[config.mk]
export PLATFORM = sky130hd
export DESIGN_NAME = cache_ram_arbiter
export DESIGN_NICKNAME = d
export VERILOG_FILES = /design/src/rtl/cache_ram_arbiter_pkg.sv /design/src/rtl/cache_rr_pick.sv /design/src/rtl/cache_ram_arbiter.sv
export SDC_FILE = /design/constraint.sdc
export NUM_CORES = 1
export LEC_CHECK = 0
export CORE_MARGIN = 2
export CORE_UTILIZATION = 25
export CTS_CLUSTER_SIZE = 14
export DETAILED_ROUTE_END_ITERATION = 8
export DONT_BUFFER_PORTS = 1
export SYNTH_ARGS = -nofsm -noshare
export SYNTH_HDL_FRONTEND = slang
export SYNTH_SLANG_ARGS = --single-unit
[constraint.sdc]
create_clock -name IN_CLK -period 11.2 [get_ports IN_CLK]
set_clock_uncertainty 0.2 [all_clocks]
set_input_delay 3.36 -clock IN_CLK [delete_from_list [all_inputs] [get_ports IN_CLK]]
set_output_delay 3.36 -clock IN_CLK [all_outputs]
set_load 0.03 [all_outputs]
[src/rtl/cache_ram_arbiter_pkg.sv]
// Shared state/op encodings and small helpers for the cache RAM arbiter.
package cache_ram_arbiter_pkg;

  typedef enum logic [1:0] {
    ST_IDLE = 2'd0,
    ST_BUSY = 2'd1,
    ST_DONE = 2'd2
  } state_t;

  typedef enum logic {
    OP_RD = 1'b0,
    OP_WR = 1'b1
  } op_t;

  // Successor of a requester index with wrap-around at num.
  function automatic int wrap_inc(input int idx, input int num);
    int nxt;
    nxt = idx + 32'sd1;
    return (nxt >= num) ? 32'sd0 : nxt;
  endfunction

endpackage

[src/rtl/cache_rr_pick.sv]
// Combinational rotating-priority picker: first pending bit at or above ptr, with wrap.
module cache_rr_pick #(
  parameter int NUM_REQ = 2,
  parameter int IDX_W   = 1
) (
  input  logic [NUM_REQ-1:0] pending,
  input  logic [IDX_W-1:0]   ptr,
  output logic               valid,
  output logic [IDX_W-1:0]   index
);

  int cand_s;

  // Scan NUM_REQ candidates starting at ptr; the first pending one wins.
  always_comb begin
    valid  = 1'b0;
    index  = '0;
    cand_s = 32'sd0;
    for (int k = 0; k < NUM_REQ; k++) begin
      cand_s = int'(ptr) + k;
      cand_s = (cand_s >= NUM_REQ) ? (cand_s - NUM_REQ) : cand_s;
      if (!valid && pending[IDX_W'(cand_s)]) begin
        valid = 1'b1;
        index = IDX_W'(cand_s);
      end else begin
        valid = valid;
        index = index;
      end
    end
  end

endmodule

[src/rtl/cache_ram_arbiter.sv]
// Round-robin arbiter sharing one RAM port between cache control units; holds each
// grant for a full transaction, latches the request, and aborts stalled RAM cycles.
module cache_ram_arbiter
  import cache_ram_arbiter_pkg::*;
#(
  parameter int NUM_REQ     = 2,
  parameter int ADDR_WIDTH  = 16,
  parameter int DATA_WIDTH  = 32,
  parameter int TIMEOUT_CYC = 255
) (
  input  logic                          IN_CLK,
  input  logic                          IN_RESET,
  input  logic [NUM_REQ-1:0]            IN_REQ_RD,
  input  logic [NUM_REQ-1:0]            IN_REQ_WR,
  input  logic [NUM_REQ*ADDR_WIDTH-1:0] IN_REQ_ADDR,
  input  logic [NUM_REQ*DATA_WIDTH-1:0] IN_REQ_WDATA,
  output logic [NUM_REQ-1:0]            OUT_REQ_ACK,
  output logic [DATA_WIDTH-1:0]         OUT_REQ_RDATA,
  output logic [NUM_REQ-1:0]            OUT_GRANT,
  output logic                          OUT_RAM_RD,
  output logic                          OUT_RAM_WR,
  output logic [ADDR_WIDTH-1:0]         OUT_RAM_ADDR,
  output logic [DATA_WIDTH-1:0]         OUT_RAM_WDATA,
  input  logic [DATA_WIDTH-1:0]         IN_RAM_RDATA,
  input  logic                          IN_RAM_ACK,
  output logic                          OUT_TIMEOUT
);

  localparam int IDX_W = (NUM_REQ > 1) ? $clog2(NUM_REQ) : 1;
  localparam int CNT_W = (TIMEOUT_CYC > 0) ? $clog2(TIMEOUT_CYC + 1) : 1;
  localparam bit WDOG_EN = (TIMEOUT_CYC != 0);
  localparam logic [CNT_W-1:0]   TIMEOUT_V = CNT_W'(TIMEOUT_CYC);
  localparam logic [CNT_W-1:0]   CNT_ONE   = CNT_W'(1'b1);
  localparam logic [NUM_REQ-1:0] GRANT_ONE = NUM_REQ'(1'b1);

  state_t                  state_r,   state_s;
  logic [IDX_W-1:0]        ptr_r,     ptr_s;
  logic [IDX_W-1:0]        gidx_r,    gidx_s;
  op_t                     op_r,      op_s;
  logic [ADDR_WIDTH-1:0]   addr_r,    addr_s;
  logic [DATA_WIDTH-1:0]   wdata_r,   wdata_s;
  logic [CNT_W-1:0]        cnt_r,     cnt_s;
  logic [NUM_REQ-1:0]      grant_r,   grant_s;
  logic                    ram_rd_r,  ram_rd_s;
  logic                    ram_wr_r,  ram_wr_s;
  logic [NUM_REQ-1:0]      ack_r,     ack_s;
  logic [DATA_WIDTH-1:0]   rdata_r,   rdata_s;
  logic                    timeout_r, timeout_s;

  logic [NUM_REQ-1:0]      pending_s;
  logic                    pick_valid_s;
  logic [IDX_W-1:0]        pick_idx_s;
  logic [CNT_W-1:0]        cnt_inc_s;

  assign pending_s = IN_REQ_RD | IN_REQ_WR;

  cache_rr_pick #(
    .NUM_REQ (NUM_REQ),
    .IDX_W   (IDX_W)
  ) u_pick (
    .pending (pending_s),
    .ptr     (ptr_r),
    .valid   (pick_valid_s),
    .index   (pick_idx_s)
  );

  // Next-state and next-output logic for the IDLE/BUSY/DONE transaction sequence.
  always_comb begin
    state_s   = state_r;
    ptr_s     = ptr_r;
    gidx_s    = gidx_r;
    op_s      = op_r;
    addr_s    = addr_r;
    wdata_s   = wdata_r;
    cnt_s     = cnt_r;
    grant_s   = grant_r;
    ram_rd_s  = ram_rd_r;
    ram_wr_s  = ram_wr_r;
    ack_s     = '0;
    rdata_s   = rdata_r;
    timeout_s = 1'b0;
    cnt_inc_s = cnt_r + CNT_ONE;

    case (state_r)
      ST_IDLE: begin
        if (pick_valid_s) begin
          // Read wins when a requester raises both strobes.
          state_s  = ST_BUSY;
          gidx_s   = pick_idx_s;
          op_s     = IN_REQ_RD[pick_idx_s] ? OP_RD : OP_WR;
          addr_s   = IN_REQ_ADDR[int'(pick_idx_s)*ADDR_WIDTH +: ADDR_WIDTH];
          wdata_s  = IN_REQ_WDATA[int'(pick_idx_s)*DATA_WIDTH +: DATA_WIDTH];
          cnt_s    = '0;
          grant_s  = GRANT_ONE << pick_idx_s;
          ram_rd_s = IN_REQ_RD[pick_idx_s];
          ram_wr_s = ~IN_REQ_RD[pick_idx_s];
        end else begin
          grant_s  = '0;
          ram_rd_s = 1'b0;
          ram_wr_s = 1'b0;
        end
      end

      ST_BUSY: begin
        if (IN_RAM_ACK) begin
          state_s  = ST_DONE;
          cnt_s    = cnt_inc_s;
          ram_rd_s = 1'b0;
          ram_wr_s = 1'b0;
          ack_s    = grant_r;
          rdata_s  = (op_r == OP_RD) ? IN_RAM_RDATA : '0;
        end else if (WDOG_EN && (cnt_inc_s == TIMEOUT_V)) begin
          state_s   = ST_DONE;
          cnt_s     = cnt_inc_s;
          ram_rd_s  = 1'b0;
          ram_wr_s  = 1'b0;
          ack_s     = grant_r;
          rdata_s   = '0;
          timeout_s = 1'b1;
        end else begin
          cnt_s = cnt_inc_s;
        end
      end

      ST_DONE: begin
        state_s  = ST_IDLE;
        ptr_s    = IDX_W'(wrap_inc(int'(gidx_r), NUM_REQ));
        cnt_s    = '0;
        grant_s  = '0;
        ram_rd_s = 1'b0;
        ram_wr_s = 1'b0;
        rdata_s  = '0;
      end

      default: begin
        state_s  = ST_IDLE;
        cnt_s    = '0;
        grant_s  = '0;
        ram_rd_s = 1'b0;
        ram_wr_s = 1'b0;
        rdata_s  = '0;
      end
    endcase
  end

  // State, latches and registered outputs; async reset clears everything at once.
  always_ff @(posedge IN_CLK or posedge IN_RESET) begin
    if (IN_RESET) begin
      state_r   <= ST_IDLE;
      ptr_r     <= '0;
      gidx_r    <= '0;
      op_r      <= OP_RD;
      addr_r    <= '0;
      wdata_r   <= '0;
      cnt_r     <= '0;
      grant_r   <= '0;
      ram_rd_r  <= 1'b0;
      ram_wr_r  <= 1'b0;
      ack_r     <= '0;
      rdata_r   <= '0;
      timeout_r <= 1'b0;
    end else begin
      state_r   <= state_s;
      ptr_r     <= ptr_s;
      gidx_r    <= gidx_s;
      op_r      <= op_s;
      addr_r    <= addr_s;
      wdata_r   <= wdata_s;
      cnt_r     <= cnt_s;
      grant_r   <= grant_s;
      ram_rd_r  <= ram_rd_s;
      ram_wr_r  <= ram_wr_s;
      ack_r     <= ack_s;
      rdata_r   <= rdata_s;
      timeout_r <= timeout_s;
    end
  end

  assign OUT_REQ_ACK   = ack_r;
  assign OUT_REQ_RDATA = rdata_r;
  assign OUT_GRANT     = grant_r;
  assign OUT_RAM_RD    = ram_rd_r;
  assign OUT_RAM_WR    = ram_wr_r;
  assign OUT_RAM_ADDR  = addr_r;
  assign OUT_RAM_WDATA = wdata_r;
  assign OUT_TIMEOUT   = timeout_r;

endmodule

Word level (Yosys, flattened, before mapping)
Index checks and enable logic that the tools add are counted.

word-level totals
  memories = 0
  latch bits = 0
  input port bits = 135
  memory bits (read-only) = 0
  output and inout port bits = 87
  bits in registers = 100
  bits in writable memories = 0
  logic and storage cells = 79

operators by class
  bitwise gates (word level) = 3
  $mul = 0
  reduce and logical (&&, ||, !) cells = 6
  shift operators = 3
  divide/modulo/power cells = 0
  multiplexer cells = 38
  eq/ne operators = 5
  $lt $le $gt $ge = 6
  $add $sub $neg = 5

operators by type and width
  cell                   number
  $mux W32               3
  $pmux W32 S2           1
  $shiftx A64 B7 Y32     1
  $shiftx A32 B6 Y16     1
  $mux W1                21
  $pmux W8 S2            1
  $mux W2                7
  $add A8 B1 Y8 const B  1
  $eq A8 B8 Y1 const B   1
  $mux W8                1
  $pmux W2 S2            2
  $lt A1 B3 Y1 const B   2
  $reduce_and A2 Y1      3
  $add A1 B1 Y2 const B  2
  $ge A2 B2 Y1 const B   2
  $pmux W1 S2            2
  $ne A3 B3 Y1 const B   1
  $eq A2 B1 Y1 const B   1
  $eq A2 B2 Y1 const B   1
  $ge A1 B2 Y1 const B   1
  $logic_not A2 Y1       1
  $lt A1 B2 Y1 const B   1
  $ne A2 B2 Y1 const B   1
  $not A1 Y1             2
  5 further kinds        6

Longest topological paths before layout
  depth in word-level cells = 14
  depth in mapped cells = 6
  gate-level depth less buffers = 6

By module
From an unflattened synthesis, not the netlist that was laid out.

unflattened totals
  cell total of the unflattened synthesis = 456
  area total of the unflattened synthesis = 4605.7 sq um

modules (own cells, without submodules)
  module             area an instance (sq um)  seq. area each (sq um)  times used  cells an instance
  cache_ram_arbiter  4591.9                    2502.4                  1           454
  cache_rr_pick      13.8                      0.0                     1           2

Least setup slack after synthesis
Ideal clock, no wire load.

  path kind = input -> register
  from = input port IN_REQ_WR[0]
  to = register ram_wr_r, in the netlist OUT_RAM_WR
  library setup time = 134 ps
  required time = 10866 ps
  path buffers = 1
  arrival time = 4023 ps
  setup slack = 6843 ps
  stages on the path = 3
  cells stage by stage = o21ai_2 -> clkbuf_1 -> o22ai_1

between the ends
  longest elaborated chain between the ends = 12
  elaborated cells between the ends (all ways) = 16
  those cells by class = mux: 12; bitwise: 2; reduce/logical: 2

RTL lines
  item                                         line                      RTL
  from (decl)                                  cache_ram_arbiter.sv:14   input logic [NUM_REQ-1:0] IN_REQ_WR,
  $or A1 B1 Y1 (*)                             cache_ram_arbiter.sv:55   assign pending_s = IN_REQ_RD | IN_REQ_WR;
  $mux W1 (implied by the code) (2 in series)  cache_rr_pick.sv:22       if (!valid && pending[IDX_W'(cand_s)]) begin
  $mux W1                                      cache_rr_pick.sv:22
  $logic_not A1 Y1                             cache_rr_pick.sv:22
  $logic_and A1 B1 Y1                          cache_rr_pick.sv:22
  $mux W1                                      cache_rr_pick.sv:22
  $mux W1 (implied by the code) (2 in series)  cache_ram_arbiter.sv:96   ram_wr_s = ~IN_REQ_RD[pick_idx_s];
  $not A1 Y1                                   cache_ram_arbiter.sv:96
  $mux W1 (*)                                  cache_ram_arbiter.sv:86   if (pick_valid_s) begin
  $pmux W1 S2 (*)                              cache_ram_arbiter.sv:84   case (state_r)
  to (signal assigned)                         cache_ram_arbiter.sv:172  ram_wr_r <= ram_wr_s;
  to (decl)                                    cache_ram_arbiter.sv:45   logic ram_wr_r, ram_wr_s;

Mark *: on every way between the ends. The rest lies on a longest branch, timed or not. The select of a mux whose other input is x is not followed.
A chain may end at the register's enable or synchronous reset.

Worst setup path after layout
  from = input port IN_REQ_WR[0]
  to = register wdata_r[24], in the netlist OUT_RAM_WDATA[24]

between the ends
  longest elaborated chain between the ends = 8
  elaborated cells between the ends (all ways) = 13
  those cells by class = shift: 1; mux: 8; bitwise: 1; reduce/logical: 3

RTL lines
  item                                                            line                      RTL
  $or A1 B1 Y1 (*)                                                cache_ram_arbiter.sv:55
  $mux W1 (implied by the code) (2 in series)                     cache_rr_pick.sv:22
  $mux W1                                                         cache_rr_pick.sv:22
  $logic_not A1 Y1                                                cache_rr_pick.sv:22
  $logic_and A1 B1 Y1                                             cache_rr_pick.sv:22
  $mux W1                                                         cache_rr_pick.sv:22
  $shiftx A64 B7 Y32 / $reduce_and A2 Y1 (equally long branches)  --
  to (signal assigned)                                            cache_ram_arbiter.sv:168  wdata_r <= wdata_s;
  to (decl)                                                       cache_ram_arbiter.sv:41   logic [DATA_WIDTH-1:0] wdata_r, wdata_s;

Marks and branches as above.

==> metrics.txt <==
area leader, netlist dfrtp_1; DRC Markers 13; Critical Path Fanout Max 79; sequential fraction of the synthesis area 54.02%; Worst Setup Path Type input port to flip-flop; TritonCTS Buffers 9; M3 GR Usage 5.026%; Leak 2.173 nW; worst relative slew slack 16.15%; Final ANT Viol Nets 0; RePlAce Congestion 0.8175; Crit-path slowest cell buf_4; Synth area leaders dfrtp_1, mux2i_1, o21ai_0; layout cell share with drive strength beyond 1 8.463%; Async S/R FF share, synth 100.0%; Post-Layout Inst Area 5141 um^2; final hold violation count 0; GRT overflow 0; total power 1.618 mW; Avg Synthesized Cell Area 10.07 um^2; Mapped Area 4632 um^2; commonest non-fill, non-tap cells in the layout dfrtp_1, nand2_1, o21ai_0; filler-free cell count of the finished design 678; HPWL after detailed placement 8.276 mm; number of fill cells 1872; vias in the first global route 3311; Unique masters post-synth 44; Core ar. 18090 um^2; busiest layer in global routing met2; worst r2r dst OUT_REQ_RDATA[22]; min cycle time layout 4.665 ns; ys flop type dfrtp_1; io pins 222; synth warn 0; DR vias 3371; Area Growth Syn to Fin 10.99%; post-synth net total 597; Fmax 0.2144 GHz; final WL 11.57 mm; cts repair resizes 0; Startpoint Class input port; met1 usage 13.25%; PortBufs 0; failing checks DRC; critical-path cell list o21ai_4 > buf_4 > o21ai_0; reg-to-reg slack, setup 8.62 ns; crit path to OUT_RAM_WDATA[24]; n_diodes 0; most common cell after layout, fill and taps aside dfrtp_1; total negative setup slack 0 ns; Max stage delay on crit path 0.64 ns; number of setup buffers added after CTS 0; status finished with violations; Hold-fix buffers, CTS 0; EDFF count, synth 0; number of placed instances, taps included 662; post-route clock period utilization 41.65%; WP data arrival 4.67 ns; initial antenna violation count 0; #FFs+latches synth 100; Starting Density 25.61%; largest net degree at the start of global routing 80; row cnt 49; first-pass GRT wire length 17.88 mm; Critical Path RT 11.21 ns; Multi-input gate area 1979 um^2; final setup violation count 0; Setup crit start IN_REQ_WR[0]; mean number of vias per cell 4.972; drt first pass iters 7; met2 Use GR 20.48%; Max Cap Viol 0; total track usage 11.86%; die area 19630 um^2; Worst-Margin Slew 1.256 ns; Synth top area share 54.02%; Cells after Synth 460; DR WL/cell 17.07 um; Register Area 2504 um^2; CP Capture Type flip-flop; CTS root buffer clkbuf_16; worst min-delay path class flip-flop to flip-flop; Peak VDD IR 0.1255 mV; Layout Nets 581; Die Span X 140.1 um; placed cell area 4828 um^2; clock sink total 100; clock insertion delay at the later pin of the skew report 0.36 ns; clock-pin slew on the worst setup and hold paths 0.08 ns; RSZ-0062 raised after global routing false; Worst Reg-to-Reg Cells 4; Cell Pwr Density 314.8 nW/um^2; htree depth 3; Max Root-Sink Buffers 2; DIE HEIGHT 140.1 um; max-slew violation count 0; DRT iter0 DRCs 143; FF-to-FF Start state_r[1]; CTS tree built
[Yosys cell counts, types with 2 or more instances]
cell / count
a211oi_1: 4
a21oi_1: 5
a22oi_1: 32
a31oi_1: 2
buf_2: 9
buf_4: 4
clkbuf_1: 18
dfrtp_1: 100
ha_1: 2
inv_1: 5
mux2i_1: 48
nand2_1: 94
nand2b_1: 3
nand3_1: 5
nor2_1: 5
nor2b_1: 2
o21a_1: 2
o21ai_0: 85
o21ai_1: 8
o21ai_2: 2
o31ai_1: 2
[report_power, final]
| group | leakage, nW | switching [mW] | internal [mW] |
|---|---|---|---|
| registers | 1.27 | 0.407 | 0.504 |
| clock network | 0.155 | 0.153 | 0.179 |
| logic | 0.750 | 0.225 | 0.151 |
[cell families after synthesis]
family	Yosys count	share of synthesized area [%]
compound gates	147	18.91
mux	49	10.70
simple gates	123	11.86
buf+inv	37	3.592
xor+xnor	2	0.3782
fa+ha+maj	2	0.5402
flops	100	54.02
[how the worst min path moves through the flow]
stage / start / endpoint / slack, ns / cells after the start
5_1_grt: gidx_r / ptr_r / 0.27 / 1
4_1_cts: gidx_r / ptr_r / 0.26 / 1
3_3_place_gp: gidx_r / ptr_r / 0.24 / 1
3_5_place_dp: gidx_r / ptr_r / 0.25 / 1
6_report: gidx_r / ptr_r / 0.25 / 1
2_1_floorplan: gidx_r / ptr_r / 0.23 / 1
[critical path: cells and delay by family]
kind / cells / cell delay, ns
compound gates: 2 / 0.63
buf+inv: 1 / 0.64
[flip-flops by register name, summed over array words and instances (netlist names)]
name           cells
state_r            2
OUT_RAM_WDATA     32
cnt_r              8
OUT_RAM_RD         1
OUT_RAM_WR         1
op_r               1
OUT_REQ_RDATA     32
OUT_REQ_ACK        2
gidx_r             1
OUT_RAM_ADDR      16
OUT_GRANT          2
ptr_r              1
OUT_TIMEOUT        1
[per-stage QoR]
step | hold slack, ns | util [%] | setup slack (ns)
floorplan | 0.2322 | - | 5.021
global placement | 0.2416 | 26.70 | 6.211
detailed placement | 0.2478 | 26.70 | 6.102
CTS | 0.2587 | 28.43 | 6.515
global route | 0.2698 | 28.43 | 6.345
finish | 0.2526 | 28.43 | 6.535
[layout make-up]
cell class | instances | area share [%]
multi-input combinational | 323 | 38.50
tap | 229 | 5.573
clock buffer | 9 | 4.381
inverter | 5 | 0.4137
clock inverter | 7 | 1.704
timing repair buffer | 5 | 0.7301
sequential | 100 | 48.70
[layer usage]
metal	wire (um)	part of all wire, %	up-vias
li1	-	-	1592
met1	4444	38	1581
met2	5887	51	186
met3	1078	9.3	12
met4	161	1.4	0
met5	0	0	-
Power figures use the tool's default switching activity.
